<file path="src/rtl/frame_receiver.sv">
`default_nettype none
// ============================================================================
//  Module      : frame_receiver
//  Description : RX-side consumer of the gigabit MAC client interface for the
//                delay tester. Parses each received frame, recognises test
//                frames by EtherType, extracts a big-endian 32-bit sequence
//                number (bytes 14-17) and transmit timestamp (bytes 18-21),
//                and on good-frame status produces the one-way delay
//                (now_time - timestamp) plus a sequence-continuity flag.
//                Keeps good/bad/test frame counters.
//  Option      : FRAME_RECEIVER_STATS_EN - when defined, min_delay/max_delay
//                track delay extremes; otherwise both are constant 0.
//  Ports       : rx_clk, reset          - clock, sync active-high reset
//                conf_rx_en             - receive enable, sampled at frame start
//                mac_rx_data/dvld       - MAC RX byte stream
//                mac_rx_goodframe/bad.. - MAC end-of-frame status pulses
//                now_time               - local time base
//                stats_clr              - clears counters and delay extremes
//                delay_valid/value      - delay result pulse and value
//                seq_num, seq_err       - last sequence number, gap flag
//                good_cnt/bad_cnt/test_cnt, min_delay/max_delay - statistics
//  Revision    : 1.0 - initial release
// ============================================================================
module frame_receiver #(
    parameter logic [15:0] TEST_ETHERTYPE = 16'h88B5
) (
    input  logic        rx_clk,
    input  logic        reset,
    input  logic        conf_rx_en,
    input  logic [7:0]  mac_rx_data,
    input  logic        mac_rx_dvld,
    input  logic        mac_rx_goodframe,
    input  logic        mac_rx_badframe,
    input  logic [31:0] now_time,
    input  logic        stats_clr,
    output logic        delay_valid,
    output logic [31:0] delay_value,
    output logic [31:0] seq_num,
    output logic        seq_err,
    output logic [31:0] good_cnt,
    output logic [31:0] bad_cnt,
    output logic [31:0] test_cnt,
    output logic [31:0] min_delay,
    output logic [31:0] max_delay
);

    localparam logic [2:0]  c_ST_IDLE   = 3'd0;
    localparam logic [2:0]  c_ST_HDR    = 3'd1;
    localparam logic [2:0]  c_ST_BODY   = 3'd2;
    localparam logic [2:0]  c_ST_STATUS = 3'd3;
    localparam logic [2:0]  c_ST_DROP   = 3'd4;
    localparam logic [10:0] c_IDX_MAX   = 11'd2047;
    localparam logic [10:0] c_IDX_LAST  = 11'd21;

    logic [2:0]  r_state;
    logic [10:0] r_idx;
    logic        r_dvld_d;
    logic        r_hdr_done;
    logic [15:0] r_ethertype;
    logic [31:0] r_seq;
    logic [31:0] r_ts;
    logic [31:0] r_seq_exp;
    logic        r_seq_seen;

    logic        r_delay_valid;
    logic [31:0] r_delay_value;
    logic [31:0] r_seq_num;
    logic        r_seq_err;
    logic [31:0] r_good_cnt;
    logic [31:0] r_bad_cnt;
    logic [31:0] r_test_cnt;

    logic        w_in_frame;
    logic        w_status_cycle;
    logic        w_pulse;
    logic        w_handle;
    logic        w_good;
    logic        w_is_test;
    logic        w_accept_good;
    logic        w_accept_test;
    logic        w_missing_status;
    logic        w_bad_inc;
    logic        w_start;
    logic [31:0] w_delay;
    logic [10:0] w_idx_next;

    always_comb begin
        w_in_frame       = (r_state == c_ST_HDR) || (r_state == c_ST_BODY);
        // Status may arrive in the first dvld-low cycle itself, so that cycle
        // is treated as a status cycle to sustain one-cycle inter-frame gaps.
        w_status_cycle   = (w_in_frame && !mac_rx_dvld) || (r_state == c_ST_STATUS);
        w_pulse          = mac_rx_goodframe || mac_rx_badframe;
        w_handle         = w_status_cycle && w_pulse;
        // Both pulses together count as a bad frame.
        w_good           = mac_rx_goodframe && !mac_rx_badframe;
        w_is_test        = r_hdr_done && (r_ethertype == TEST_ETHERTYPE);
        w_accept_good    = w_handle && w_good;
        w_accept_test    = w_accept_good && w_is_test;
        w_missing_status = (r_state == c_ST_STATUS) && mac_rx_dvld && !w_pulse;
        w_bad_inc        = (w_handle && !w_good) || w_missing_status;
        // A new frame begins on a dvld rise in IDLE, or any dvld in STATUS
        // (STATUS is only ever entered with dvld low).
        w_start          = ((r_state == c_ST_IDLE) && mac_rx_dvld && !r_dvld_d) ||
                           ((r_state == c_ST_STATUS) && mac_rx_dvld);
        w_delay          = now_time - r_ts;
        w_idx_next       = (r_idx == c_IDX_MAX) ? r_idx : r_idx + 11'd1;
    end

    always_ff @(posedge rx_clk) begin
        // Tracked through reset so a frame in flight at reset release is
        // recognised as not-a-rise and dropped.
        r_dvld_d <= mac_rx_dvld;
        if (reset) begin
            r_state       <= c_ST_IDLE;
            r_idx         <= '0;
            r_hdr_done    <= 1'b0;
            r_ethertype   <= '0;
            r_seq         <= '0;
            r_ts          <= '0;
            r_seq_exp     <= '0;
            r_seq_seen    <= 1'b0;
            r_delay_valid <= 1'b0;
            r_delay_value <= '0;
            r_seq_num     <= '0;
            r_seq_err     <= 1'b0;
            r_good_cnt    <= '0;
            r_bad_cnt     <= '0;
            r_test_cnt    <= '0;
        end else begin
            r_delay_valid <= 1'b0;
            r_seq_err     <= 1'b0;

            case (r_state)
                c_ST_IDLE: begin
                    if (mac_rx_dvld && r_dvld_d) begin
                        r_state <= c_ST_DROP;
                    end
                end
                c_ST_HDR: begin
                    if (mac_rx_dvld) begin
                        r_idx <= w_idx_next;
                        if (r_idx == 11'd12) r_ethertype[15:8] <= mac_rx_data;
                        if (r_idx == 11'd13) r_ethertype[7:0]  <= mac_rx_data;
                        if (r_idx >= 11'd14 && r_idx <= 11'd17)
                            r_seq <= {r_seq[23:0], mac_rx_data};
                        if (r_idx >= 11'd18 && r_idx <= c_IDX_LAST)
                            r_ts <= {r_ts[23:0], mac_rx_data};
                        if (r_idx == c_IDX_LAST) begin
                            r_hdr_done <= 1'b1;
                            r_state    <= c_ST_BODY;
                        end
                    end else begin
                        r_state <= w_pulse ? c_ST_IDLE : c_ST_STATUS;
                    end
                end
                c_ST_BODY: begin
                    if (mac_rx_dvld) begin
                        r_idx <= w_idx_next;
                    end else begin
                        r_state <= w_pulse ? c_ST_IDLE : c_ST_STATUS;
                    end
                end
                c_ST_STATUS: begin
                    if (w_pulse) begin
                        r_state <= c_ST_IDLE;
                    end
                end
                c_ST_DROP: begin
                    if (!mac_rx_dvld) begin
                        r_state <= c_ST_IDLE;
                    end
                end
                default: r_state <= c_ST_IDLE;
            endcase

            // Frame start consumes byte 0 in the same cycle.
            if (w_start) begin
                r_idx       <= 11'd1;
                r_hdr_done  <= 1'b0;
                r_ethertype <= '0;
                r_state     <= conf_rx_en ? c_ST_HDR : c_ST_DROP;
            end

            if (w_accept_test) begin
                r_delay_valid <= 1'b1;
                r_delay_value <= w_delay;
                r_seq_num     <= r_seq;
                r_seq_err     <= r_seq_seen && (r_seq != r_seq_exp);
                r_seq_exp     <= r_seq + 32'd1;
                r_seq_seen    <= 1'b1;
            end

            r_good_cnt <= r_good_cnt + {31'd0, w_accept_good};
            r_test_cnt <= r_test_cnt + {31'd0, w_accept_test};
            r_bad_cnt  <= r_bad_cnt  + {31'd0, w_bad_inc};

            // Clear wins over any same-cycle increment or sequence update.
            if (stats_clr) begin
                r_good_cnt <= '0;
                r_test_cnt <= '0;
                r_bad_cnt  <= '0;
                r_seq_seen <= 1'b0;
            end
        end
    end

`ifdef FRAME_RECEIVER_STATS_EN
    logic [31:0] r_min_delay;
    logic [31:0] r_max_delay;

    always_ff @(posedge rx_clk) begin
        if (reset || stats_clr) begin
            r_min_delay <= 32'hFFFF_FFFF;
            r_max_delay <= '0;
        end else if (w_accept_test) begin
            if (w_delay < r_min_delay) r_min_delay <= w_delay;
            if (w_delay > r_max_delay) r_max_delay <= w_delay;
        end
    end

    assign min_delay = r_min_delay;
    assign max_delay = r_max_delay;
`else
    assign min_delay = '0;
    assign max_delay = '0;
`endif

    assign delay_valid = r_delay_valid;
    assign delay_value = r_delay_value;
    assign seq_num     = r_seq_num;
    assign seq_err     = r_seq_err;
    assign good_cnt    = r_good_cnt;
    assign bad_cnt     = r_bad_cnt;
    assign test_cnt    = r_test_cnt;

endmodule
`default_nettype wire

</file>
<file path="config.mk">
export PLATFORM = sky130hd
export DESIGN_NAME = frame_receiver
export DESIGN_NICKNAME = d
export VERILOG_FILES = /design/src/rtl/frame_receiver.sv
export SDC_FILE = /design/constraint.sdc
export NUM_CORES = 1
export LEC_CHECK = 0
export CAP_MARGIN = 20
export CORE_UTILIZATION = 35
export DETAILED_ROUTE_END_ITERATION = 16
export PLACE_DENSITY = 0.66
export SYNTH_ARGS = -nofsm -noshare
export SYNTH_HDL_FRONTEND = slang
export SYNTH_SLANG_ARGS = --single-unit
</file>
<file path="constraint.sdc">
create_clock -name rx_clk -period 3.51 [get_ports rx_clk]
set_input_delay 0.702 -clock rx_clk [delete_from_list [all_inputs] [get_ports rx_clk]]
set_output_delay 0.702 -clock rx_clk [all_outputs]
set_load 0.1 [all_outputs]
</file>
==> impl_metrics.toml <==
[yosys]
seq_area_frac_synth_pct = 40.55
synth_top_area_cell = "dfxtp_1"
ys_top_cells_by_area = "dfxtp_1, nand2_1, xor2_1"
ys_seq_elements = 291
synth_area_per_cell_um2 = 8.088
yosys_warnings = 0
synth_cell_type_count = 76
synth_edf_count = 0
synthArstFlopShare_pct = 0
synth_ff_type = "dfxtp_1"
netlist_instances = 1776
yosysTopAreaCellShare_pct = 40.55
synth.cell_area_um2 = 14370

[floorplan]
fp.dieH_um = 204.6
fp.dieW_um = 204.6
rows = 73
io_pins = 273
die_area_um2 = 41860
initial_core_util_pct = 35.83
coreArea_um2 = 40100

[sta]
rsz0062_at_grt = "no"
fmax_mhz = 313.2
min_period_over_period_pct = 90.97
finalCriticalPeriod_ps = 3193
setup_tns_ps = 0
slew_headroom_pct = 32.07
holdWs_ps = 408.3
final-setup-viol-count = 0
worst_pin_slew_ps = 1016
hold_violations = 0
clock_skew_ps = 29.26
finalMaxSlewViolations = 0

[finish]
layout-drive-gt1-share_pct = 10.59
final_cell_mix = "dfxtp_1, nand2_1, nor2_1"
area_growth_pct = 24.17
num-fill-cells = 3938
num_antenna_cells = 0
fin_cells = 2527
layout_commonest_cell = "dfxtp_1"
finalNetCount = 2071
final_cell_area_um2 = 17840

[clock_network]
postCtsHoldBufs = 0
ctsResizeCount = 0
cts_setup_buffers = 0
clock_path_buffers = 3
tritoncts = "yes"
ctsHtreeMaxLevel = 2
clkLatencyLatePin_ps = 550
cts_buffers = 35
cts.sinks = 291
path_clk_slew_ps = 50
cts_root_buf = "clkbuf_16"

[grt]
grt_usage_pct = 17.88
grt_first_pass_wirelength_um = 60490
grt_max_degree = 65
grt_pass1_vias = 11570
gr-total-overflow = 0
antenna_found_initial = 0

[setup_path]
criticalPathCategory = "input pin to register"
cp_max_fo = 5
end_kind = "register"
cp.required_ps = 3960
r2r_setup_slack_ps = 410
arrival_ps = 3640
cp-start-kind = "input pin"

[outcome]
status = "completed"

[power_and_ir_drop]
intPower_uw = 5633
clkPwrFrac_pct = 45.0
comb_power_share_pct = 11.6
p_sw_share_pct = 27.07
powerDensity_nw_per_um2 = 433.0
power_frac_seq_pct = 43.3
peakVddDrop_uv = 293.5
power_switching_uw = 2091
p_leak_uw = 0.006913

[route]
avgViaCountPerCell = 4.877
via_count = 12320
ant_nets = 0
drt_pass1_iterations = 5
wl_per_cell_um = 14.96
drc = 0
routed_wl_um = 37800
drt_iter0_drc = 692

[placed_design]
gp_congestion = 0.8710
detailed_place.area_um2 = 16740
dp_hpwl_um = 28090
dp.cells = 2468
io_buffer_count = 208

[run]
drv_cap = 0

[worst_hold_path]
hold_path.class = "input pin to register"
per-layer routing:
layer	track usage, %	part of all wire, %	up-vias
met5	0	0	-
met1	24.35	47	5725
met4	5.597	2.4	0
li1	-	-	6242
met3	3.086	5.0	52
met2	28.56	45	305
synthesized netlist by cell type, types with 3 or more instances:
cell	instances
a31oi_1	4
inv_1	58
buf_4	64
o21ai_0	52
nand3_1	61
and4_1	9
xnor2_1	54
buf_1	4
o21a_1	4
or2_2	3
a211oi_1	33
or3_1	21
o21bai_1	3
nor3_1	13
a21oi_1	161
nor2b_1	9
and2_1	12
ha_1	43
a21o_1	18
nand4_1	26
o21ai_1	3
nand2b_1	3
buf_2	27
nor4_1	11
nand2_1	280
xor2_1	113
and3_1	25
clkbuf_1	62
dfxtp_1	291
mux2i_1	28
nand3b_1	5
nor2_1	218
power groups by stage:
stage	registers, µW	logic, µW	clock network (µW)
6_report	3350	896	3480
5_1_grt	3350	963	3710
4_1_cts	3350	890	3570
3_5_place_dp	3420	888	0
3_3_place_gp	3420	882	0
2_1_floorplan	3410	741	0
cells by family after synthesis:
group                    share of synthesized area, %
AO/OA/AOI/OAI                                   12.86
XOR/XNOR                                        10.18
adder cells (fa/ha/maj)                         3.885
buffers and inverters                           7.717
flip-flops                                      40.55
multiplexers                                    1.951
other                                         0.02611
AND/OR/NAND/NOR                                 22.82
final timing paths:
| check | startpoint | endpoint | cells past startpoint |
|---|---|---|---|
| hold reg to reg | r_ethertype[7] | r_ethertype[7] | 2 |
| setup / recovery | mac_rx_dvld | test_cnt[26] | 13 |
| setup reg to reg | r_ethertype[4] | test_cnt[26] | 12 |
| hold / removal | reset | delay_value[22] | 2 |
worst max-delay path: stages:
cell	delay (ps)
clkdlybuf4s50_1	410
o21ai_0	220
and3_1	270
nand4_1	190
inv_1	160
ha_1	180
ha_1	210
nand4_4	90
or3b_4	410
nor2_4	140
nand4_4	130
or3_1	370
a21oi_1	140
sequential cells by signal, indices dropped and copies added (netlist names):
name         count
r_ts            32
seq_num         32
test_cnt        32
seq_err          1
r_dvld_d         1
delay_valid      1
bad_cnt         32
good_cnt        32
r_seq           32
r_seq_exp       32
delay_value     32
r_seq_seen       1
r_state          3
r_idx           11
r_ethertype     16
r_hdr_done       1
metrics by stage:
stage	util (%)	power [µW]	worst slack (ps)
after floorplan	-	4154	5.060
after global placement	41.75	4300	-201.9
after CTS	44.48	7810	277.1
final	44.48	7723	317.1
after global routing	44.48	8020	0.3433
after detailed placement	41.75	4308	-276.1
final cells by class:
cell class	instances	area [µm²]	share of cell area, %
clock inverter	10	95.09	0.5331
clock buffer	49	999.7	5.605
inverter	58	217.7	1.221
multi-input combinational	1330	7687	43.10
tap	525	656.9	3.683
sequential	291	5826	32.66
timing repair buffer	264	2355	13.20
Note: power is estimated with default switching activity, not from simulation.
